`src/rtl/alpha_sequencer_pkg.sv`:
```
// Shared types and constants for the alpha recursion sequencer.
// Holds the FSM state encoding and the initial alpha metric words.
package alpha_sequencer_pkg;

   typedef enum logic [2:0] {
      ST_IDLE,
      ST_INIT,
      ST_ISSUE,
      ST_WAIT,
      ST_DONE
   } state_t;

   // State 0 starts at 0.0, every other state at -10000.0
   localparam logic [31:0] ALPHA_INIT_ZERO   = 32'h0000_0000;
   localparam logic [31:0] ALPHA_INIT_NEG    = 32'hC61C_4000;
   localparam logic [63:0] ALPHA_INIT_NEG_DP =
      64'hC0C3_8800_0000_0000;

endpackage

```
`src/rtl/alpha_sequencer.sv`:
```
// Alpha sequencer: walks one trellis block through an external
// alpha_element, one step outstanding at a time, and streams every
// alpha vector (init vector + one per step) into alpha storage.
// Ports:
//   clk, reset                  clock, async active-high reset
//   start                       block request (ignored while busy)
//   bm_valid/bm_ready/bm_data   branch-metric input handshake
//   ae_in_valid, ae_branch_metric, ae_previous_alpha  -> element
//   ae_out_valid, ae_alpha_metric                     <- element
//   alpha_wr_en/addr/data       alpha storage write port
//   busy, done, err             status (err is sticky)
module alpha_sequencer
   import alpha_sequencer_pkg::*;
#(
   parameter int BITS           = 32,
   parameter     PRECISION      = "SINGLE",
   parameter int STATES         = 4,
   parameter int OUTPUT_SYMBOLS = 4,
   parameter int BLOCK_LEN      = 64,
   localparam int AW = $clog2(BLOCK_LEN + 1)
) (
   input  logic                     clk,
   input  logic                     reset,
   input  logic                     start,
   input  logic                     bm_valid,
   output logic                     bm_ready,
   input  logic [OUTPUT_SYMBOLS-1:0]
                [BITS-1:0]          bm_data,
   output logic                     ae_in_valid,
   output logic [OUTPUT_SYMBOLS-1:0]
                [BITS-1:0]          ae_branch_metric,
   output logic [STATES-1:0]
                [BITS-1:0]          ae_previous_alpha,
   input  logic                     ae_out_valid,
   input  logic [STATES-1:0]
                [BITS-1:0]          ae_alpha_metric,
   output logic                     alpha_wr_en,
   output logic [AW-1:0]            alpha_wr_addr,
   output logic [STATES-1:0]
                [BITS-1:0]          alpha_wr_data,
   output logic                     busy,
   output logic                     done,
   output logic                     err
);

   // Only the -10000.0 word depends on the number format
   localparam logic [BITS-1:0] NEG_WORD =
      (PRECISION == "DOUBLE") ?
      BITS'(ALPHA_INIT_NEG_DP) :
      BITS'(ALPHA_INIT_NEG);

   typedef logic [STATES-1:0][BITS-1:0] avec_t;
   typedef logic [OUTPUT_SYMBOLS-1:0][BITS-1:0] bvec_t;

   state_t          r_state;
   state_t          w_state_next;
   logic [AW-1:0]   r_k;
   avec_t           r_prev;
   avec_t           w_init;
   logic            w_bm_fire;
   logic            w_capture;
   logic            w_stray;
   logic            w_last;

   logic            r_ae_in_valid;
   bvec_t           r_ae_bm;
   avec_t           r_ae_prev;
   logic            r_wr_en;
   logic [AW-1:0]   r_wr_addr;
   avec_t           r_wr_data;
   logic            r_err;

   always_comb begin
      for (int s = 0; s < STATES; s++) begin
         w_init[s] = (s == 0) ?
            BITS'(ALPHA_INIT_ZERO) : NEG_WORD;
      end
   end

   assign w_bm_fire = (r_state == ST_ISSUE) && bm_valid;
   assign w_capture = (r_state == ST_WAIT) && ae_out_valid;
   // Any result arriving when nothing is outstanding is a
   // protocol violation (includes results of abandoned blocks)
   assign w_stray   = (r_state != ST_WAIT) && ae_out_valid;
   assign w_last    = (r_k + AW'(1)) == AW'(BLOCK_LEN);

   always_ff @(posedge clk or posedge reset) begin
      if (reset) r_state <= ST_IDLE;
      else       r_state <= w_state_next;
   end

   always_comb begin
      w_state_next = r_state;
      unique case (r_state)
         ST_IDLE:  if (start) w_state_next = ST_INIT;
         ST_INIT:  w_state_next = ST_ISSUE;
         ST_ISSUE: if (bm_valid) w_state_next = ST_WAIT;
         ST_WAIT: begin
            if (ae_out_valid)
               w_state_next = w_last ? ST_DONE : ST_ISSUE;
         end
         ST_DONE:  w_state_next = ST_IDLE;
         default:  w_state_next = ST_IDLE;
      endcase
   end

   always_ff @(posedge clk or posedge reset) begin
      if (reset) begin
         r_k           <= '0;
         r_prev        <= '0;
         r_ae_in_valid <= 1'b0;
         r_ae_bm       <= '0;
         r_ae_prev     <= '0;
         r_wr_en       <= 1'b0;
         r_wr_addr     <= '0;
         r_wr_data     <= '0;
         r_err         <= 1'b0;
      end else begin
         // Element inputs are zero except in the issue cycle
         r_ae_in_valid <= 1'b0;
         r_ae_bm       <= '0;
         r_ae_prev     <= '0;
         r_wr_en       <= 1'b0;
         if (r_state == ST_INIT) begin
            r_wr_en   <= 1'b1;
            r_wr_addr <= '0;
            r_wr_data <= w_init;
            r_prev    <= w_init;
            r_k       <= '0;
         end
         if (w_bm_fire) begin
            r_ae_in_valid <= 1'b1;
            r_ae_bm       <= bm_data;
            r_ae_prev     <= r_prev;
         end
         if (w_capture) begin
            r_prev    <= ae_alpha_metric;
            r_wr_en   <= 1'b1;
            r_wr_addr <= r_k + AW'(1);
            r_wr_data <= ae_alpha_metric;
            r_k       <= r_k + AW'(1);
         end
         if (w_stray) r_err <= 1'b1;
      end
   end

   assign bm_ready          = (r_state == ST_ISSUE);
   assign busy              = (r_state != ST_IDLE);
   assign done              = (r_state == ST_DONE);
   assign ae_in_valid       = r_ae_in_valid;
   assign ae_branch_metric  = r_ae_bm;
   assign ae_previous_alpha = r_ae_prev;
   assign alpha_wr_en       = r_wr_en;
   assign alpha_wr_addr     = r_wr_addr;
   assign alpha_wr_data     = r_wr_data;
   assign err               = r_err;

endmodule

```
`config.mk`:
```
export PLATFORM = sky130hd
export DESIGN_NAME = alpha_sequencer
export DESIGN_NICKNAME = d
export VERILOG_FILES = /design/src/rtl/alpha_sequencer_pkg.sv /design/src/rtl/alpha_sequencer.sv
export SDC_FILE = /design/constraint.sdc
export NUM_CORES = 1
export LEC_CHECK = 0
export CORE_AREA = 2 2 257 259
export DETAILED_ROUTE_END_ITERATION = 12
export DIE_AREA = 0 0 259 261
export DONT_BUFFER_PORTS = 1
export PLACE_DENSITY = 0.41
export SYNTH_ARGS = -nofsm -noshare
export SYNTH_HDL_FRONTEND = slang
export SYNTH_SLANG_ARGS = --single-unit
```
`constraint.sdc`:
```
create_clock -name clk -period 15.9 [get_ports clk]
set_clock_uncertainty 0.05 [all_clocks]
set_input_delay 3.18 -clock clk [delete_from_list [all_inputs] [get_ports clk]]
set_output_delay 3.18 -clock clk [all_outputs]
set_load 0.02 [all_outputs]
```
Yosys cells after proc, flatten, opt, wreduce, memory -nomap -nowiden
Index checks and enable logic that the tools add are counted.

Flip-flop bits (word level): 397. Latch bits: 0. RAM bits: 0. Bits in read-only memories: 0. Input bits: 261. Word-level logic and storage cells: 48. Memories kept: 0.

Add/sub/neg operators: 1. Multipliers: 0. Div/mod/pow operators: 0. Magnitude comparators: 0. Equality and inequality tests: 9. Shift operators: 0. Multiplexer cells: 14. Bitwise gates (word level): 0. Reduce and logical (&&, ||, !) cells: 7.

Operators with widths (number): 128-bit two-way mux (4); 7-bit two-way mux (2); 3-bit two-way mux (4); 3-bit case mux with 4 select lines (1); 7-bit by 1-bit adder with 7-bit output (second input constant) (1); 7-bit == test (second input constant) (1); 3-bit by 2-bit == test with 1-bit output (second input constant) (2); 2-bit inequality test (second input constant) (3); 3-bit by 1-bit == test with 1-bit output (second input constant) (1); 3-bit == test (second input constant) (1); 1-bit logical AND (3); 3-bit logical NOT (1); 1-bit two-way mux (3); 3-bit by 2-bit inequality test with 1-bit output (second input constant) (1); 3-bit AND reduction (1); 3-bit nonzero test (1); 2-bit nonzero test (1).

Longest topological paths before layout
Depth after elaboration: 5. Gate-level depth with buffers: 6. Gate-level depth less buffers: 5.

Worst setup path after synthesis
No wires, ideal clock.

Path kind: register -> output. From: reg r_state[2]. To: out bm_ready. Data arrival time: 1087 ps. Setup slack: 11583 ps. Stages on the path, launching flop included: 4. Cell sequence: dfrtp_1 -> nand2b_2 -> nor2_4 -> clkbuf_1.

Longest elaborated chain between the ends: 1.

Ends and longest elaborated chain: start, declared (line alpha_sequencer.sv:55) `state_t r_state;`; start signal, assigned (line alpha_sequencer.sv:89) `else r_state <= w_state_next;`; 3-bit by 2-bit == test with 1-bit output (line alpha_sequencer.sv:147) `assign bm_ready = (r_state == ST_ISSUE);`; end, declared (line alpha_sequencer.sv:26) `output logic bm_ready,`.

Every way passes these cells.

Final worst setup path
Ends and elaborated chain as after synthesis.

==> results_tabular.tex <==
\begin{tabular}{lr}
\hline
Metric & Value \\
\hline
\multicolumn{2}{l}{\textbf{Status}} \\
\quad Status & completed \\
\multicolumn{2}{l}{\textbf{Global route}} \\
\quad Pin count of the biggest net entering global routing & 259 \\
\quad Via count of the first global-routing pass & 8,056 \\
\quad Overflow left after global routing & 0 \\
\quad First-pass GRT wire length & 60.5 mm \\
\quad Combined global-route utilization of all metal layers & 0.121 \\
\quad Antenna violations before repair & 5 \\
\multicolumn{2}{l}{\textbf{Power and ir drop}} \\
\quad Clock share of power & 0.389 \\
\quad Combinational fraction of design power & 0.077 \\
\quad Share of total power in sequential cells & 0.533 \\
\quad Power density of the placed cells & 172 nW/µm² \\
\quad Sum of internal, switching and leakage power & 2.70 mW \\
\quad Switching portion of total power & 0.310 \\
\quad LEAKAGE & 8.01 nW \\
\quad Internal power contribution & 1.86 mW \\
\quad Switching power total & 0.839 mW \\
\quad Maximum vdd ir drop & 0.0000718 V \\
\multicolumn{2}{l}{\textbf{Clock network}} \\
\quad CTS clock-pin slew for the worst setup and hold paths & 0.06 ns \\
\quad Number of buffers inserted for hold repair after clock tree synthesis & 0 \\
\quad Count of H-tree levels built during CTS & 2 \\
\quad Maximum number of buffers from clock root to sink & 3 \\
\quad TritonCTS buffer count & 44 \\
\quad Cell at the root of the clock tree & clkbuf\_16 \\
\quad Postcts setup bufs & 0 \\
\quad CTS sink cnt & 397 \\
\quad Clock tree from TritonCTS & done \\
\quad Clock insertion delay at the later pin of the skew report & 0.56 ns \\
\quad Post-cts resize count & 0 \\
\multicolumn{2}{l}{\textbf{Setup path}} \\
\quad Element type at the critical path start & flop \\
\quad Worst Path Arrival & 1.83 ns \\
\quad Classification of the worst setup path & flop to output pin \\
\quad Required time at the endpoint of the critical path & 12.67 ns \\
\quad Number of buffer and inverter stages on the critical path & 0 \\
\quad Startpoint of the worst register-to-register path & r\_state[2]\$\_DFFE\_PP0P\_ \\
\quad CP delay by family, top & simple AND/OR/NAND/NOR gates \\
\quad Setup crit start & r\_state[2]\$\_DFFE\_PP0P\_ \\
\quad Critical Path End Type & output pin \\
\quad Library cell contributing the largest single delay on the critical path & nor2\_4 \\
\quad CP max FO & 19 \\
\quad Depth of the most critical reg-to-reg path & 4 \\
\quad Setup slack of the worst register-to-register path & 13.08 ns \\
\quad CP Cell Sequence & nand2b\_2 -> nor2\_4 \\
\quad Worst R2R End & alpha\_wr\_data[98]\$\_DFFE\_PP0P\_ \\
\quad Max incr delay on CP & 0.55 ns \\
\multicolumn{2}{l}{\textbf{Route}} \\
\quad Detailed-routing iteration count for the pre-antenna-repair pass & 4 \\
\quad Via density per instance & 4.31 \\
\quad DRC & 0 \\
\quad Routed WL per cell & 24.4 µm \\
\quad Vias post-DR & 7,769 \\
\quad Final wirelength & 44.0 mm \\
\quad Post-detailed-route count of antenna-violating nets & 0 \\
\quad Iteration-0 DRC Markers & 606 \\
\multicolumn{2}{l}{\textbf{Timing}} \\
\quad Finish-stage setup viols & 0 \\
\quad Final WS setup & 10.84 ns \\
\quad Minimum period implied by the final worst setup slack & 5.06 ns \\
\quad Worst Tran Pin Value & 1.04 ns \\
\quad Max Slew Vio Count & 0 \\
\quad Fmax achieved & 198 MHz \\
\quad Hold Vio Cnt, Final & 0 \\
\quad Crit share post-route & 0.318 \\
\quad Worst rel slew slack & 0.306 \\
\quad Setup repair after global routing missed its margin & no \\
\quad Final-layout setup total negative slack & 0 ns \\
\multicolumn{2}{l}{\textbf{Place}} \\
\quad Post-Place Cells & 1,715 \\
\quad Count of input and output buffers & 0 \\
\quad HPWL Detailed & 29.5 mm \\
\quad Setup Slack @ Placement & 10.20 ns \\
\quad RD Place Congestion & 0.766 \\
\multicolumn{2}{l}{\textbf{Logic synthesis}} \\
\quad Cell area after synthesis & 13,400 µm² \\
\quad Synth Net Count & 1,190 \\
\quad Main combinational cell family by area after synthesis & simple AND/OR/NAND/NOR gates \\
\quad Area share of the largest cell type after synthesis & 0.739 \\
\quad Asr flop ratio synth & 1.00 \\
\quad Register area share after synthesis & 0.739 \\
\quad Post-synthesis compound-gate area fraction & 0.0918 \\
\quad Top\_reg\_cell synth & dfrtp\_1 \\
\quad Area leader, netlist & dfrtp\_1 \\
\quad Share of cell area taken by muxes after synthesis & 0.00112 \\
\quad Xor/xnor cell area share of the yosys netlist & 0.00130 \\
\quad Arithmetic-cell share of the synthesized area counting full adders, half adders and majority gates & 0.00186 \\
\quad Number of enable-type register cells in the synthesized netlist & 0 \\
\quad Flip-flop and latch count after synthesis & 397 \\
\quad Top cells by area in the synthesized netlist & dfrtp\_1 74\%, and3\_1 12\%, a22o\_1 6.8\% \\
\quad Average size of a mapped cell & 14.5 µm² \\
\quad Count of different cell masters after synthesis & 40 \\
\quad Simple logic cell fraction of the synthesized area & 0.134 \\
\quad Yosys warnings & 0 \\
\quad Post-synthesis cell count & 927 \\
\multicolumn{2}{l}{\textbf{Floorplanning}} \\
\quad Overall die width & 259 µm \\
\quad Standard-cell row count & 94 \\
\quad Initial cell density of the core & 0.207 \\
\quad Core region area & 65,000 µm² \\
\quad Die Outline Area & 67,600 µm² \\
\quad Die Y & 261 µm \\
\quad Number of ports placed on the die boundary & 658 \\
\multicolumn{2}{l}{\textbf{Job}} \\
\quad Max-cap violations & 0 \\
\multicolumn{2}{l}{\textbf{Worst hold path}} \\
\quad Worst hold path startpoint & r\_state[2]\$\_DFFE\_PP0P\_ \\
\quad End point of the most critical hold path & r\_state[0]\$\_DFFE\_PP0P\_ \\
\quad Hold/Removal Path Class & flop to flop \\
\quad Cell count of the worst hold path & 1 \\
\multicolumn{2}{l}{\textbf{Layout}} \\
\quad Utilization of the core after routing & 0.242 \\
\quad Syn-to-layout area delta & 17.1\% \\
\quad Final nets & 1,160 \\
\quad Layout cells sized above 1 & 0.0954 \\
\quad Count of filler cells inserted in the layout & 6,764 \\
\quad Post-Layout Cell Count & 1,801 \\
\hline
\end{tabular}
-- power by group through the flow --
| stage | sequential, mW | clock (mW) | combinational [mW] |
|---|---|---|---|
| after CTS | 1.45 | 1.09 | 0.215 |
| after detailed placement | 1.46 | 0 | 0.215 |
| after global placement | 1.47 | 0 | 0.209 |
| final | 1.44 | 1.05 | 0.209 |
| after global routing | 1.46 | 1.13 | 0.235 |
| after floorplan | 1.39 | 0 | 0.179 |
-- cell usage after synthesis (2+ instances only) --
library cell	count
dfrtp_1	397
and3_1	256
a22o_1	105
clkbuf_1	36
o22a_1	24
clkbuf_2	22
buf_2	17
o21ai_0	11
nand2_1	9
buf_1	6
nor2_1	5
buf_4	3
a21oi_1	2
and2_1	2
ha_1	2
inv_1	2
nand2b_1	2
nand3_1	2
nor2_4	2
xor2_1	2
-- worst reg2reg max path: stages (launching register included) --
cell and delay (ns):
dfrtp_1 0.45, nand2b_2 0.26, nor2_4 0.79, buf_4 0.83
a22o_1 0.38
-- final cells by class --
class | instances | area (µm²) | share of cell area
diodes | 4 | 10.0 | 0.000636
clock buffers | 66 | 1290 | 0.0823
clock inverters | 16 | 210 | 0.0134
inverters | 3 | 18.8 | 0.00119
multi-input cells | 441 | 3100 | 0.197
flip-flops and latches | 397 | 9930 | 0.631
well taps | 864 | 1080 | 0.0687
repair buffers | 10 | 87.6 | 0.00557
-- state kept, by name (all words and copies together) (netlist names) --
register	cells
ae_previous_alpha	128
ae_branch_metric	128
ae_in_valid	1
alpha_wr_en	1
err	1
alpha_wr_data	128
alpha_wr_addr	7
r_state	3
-- cell usage in the layout, fill, tap and decap left out, types with 2 or more instances in the layout --
cell type,count
nand2b_1,2
o21ai_0,11
clkinv_2,4
clkbuf_1,12
diode_2,4
nor2_1,5
nor2_4,2
a22o_1,105
inv_6,4
inv_8,2
clkbuf_8,9
nand2_1,9
nand3_1,2
buf_4,9
ha_1,2
bufinv_16,4
and2_1,2
o22a_1,24
clkbuf_16,45
dfrtp_1,397
and3_1,256
xor2_1,2
a21oi_1,2
clkinvlp_4,2
-- kinds of logic (layout without fill, tap and decap cells) --
| group | after synthesis | count (layout) |
|---|---|---|
| flops | 397 | 397 |
| simple gates | 289 | 289 |
| compound gates | 147 | 147 |
| buf+inv | 89 | 95 |
| fa+ha+maj | 2 | 2 |
| xor+xnor | 2 | 2 |
| mux | 1 | 1 |
| other cells | 0 | 4 |
-- per-stage QoR --
stage	hold WS, ns	instance area (µm²)
after floorplan	0.411	13400
after global placement	0.467	14200
after detailed placement	0.470	14200
after CTS	0.489	15700
after global routing	0.531	15700
final	0.498	15700
-- per-layer routing --
metal,track usage,vias to the layer above,wire [µm]
met4,0.0469,0,1310
met3,0.0581,72,4950
li1,-,3265,-
met1,0.130,4013,15700
met5,0,-,0
met2,0.206,419,22100
-- worst max path at each step --
stage / slack [ns] / cells after the start / end
after global placement: 10.23 / 3 / ae_previous_alpha[103]$_DFF_PP0_
after floorplan: 1.63 / 1 / ae_branch_metric[0]$_DFF_PP0_
after CTS: 10.73 / 2 / bm_ready
after global routing: 10.59 / 3 / ae_previous_alpha[108]$_DFF_PP0_
after detailed placement: 10.20 / 3 / ae_previous_alpha[106]$_DFF_PP0_
final: 10.84 / 2 / bm_ready
No activity file was read; power rests on OpenSTA's default activity.
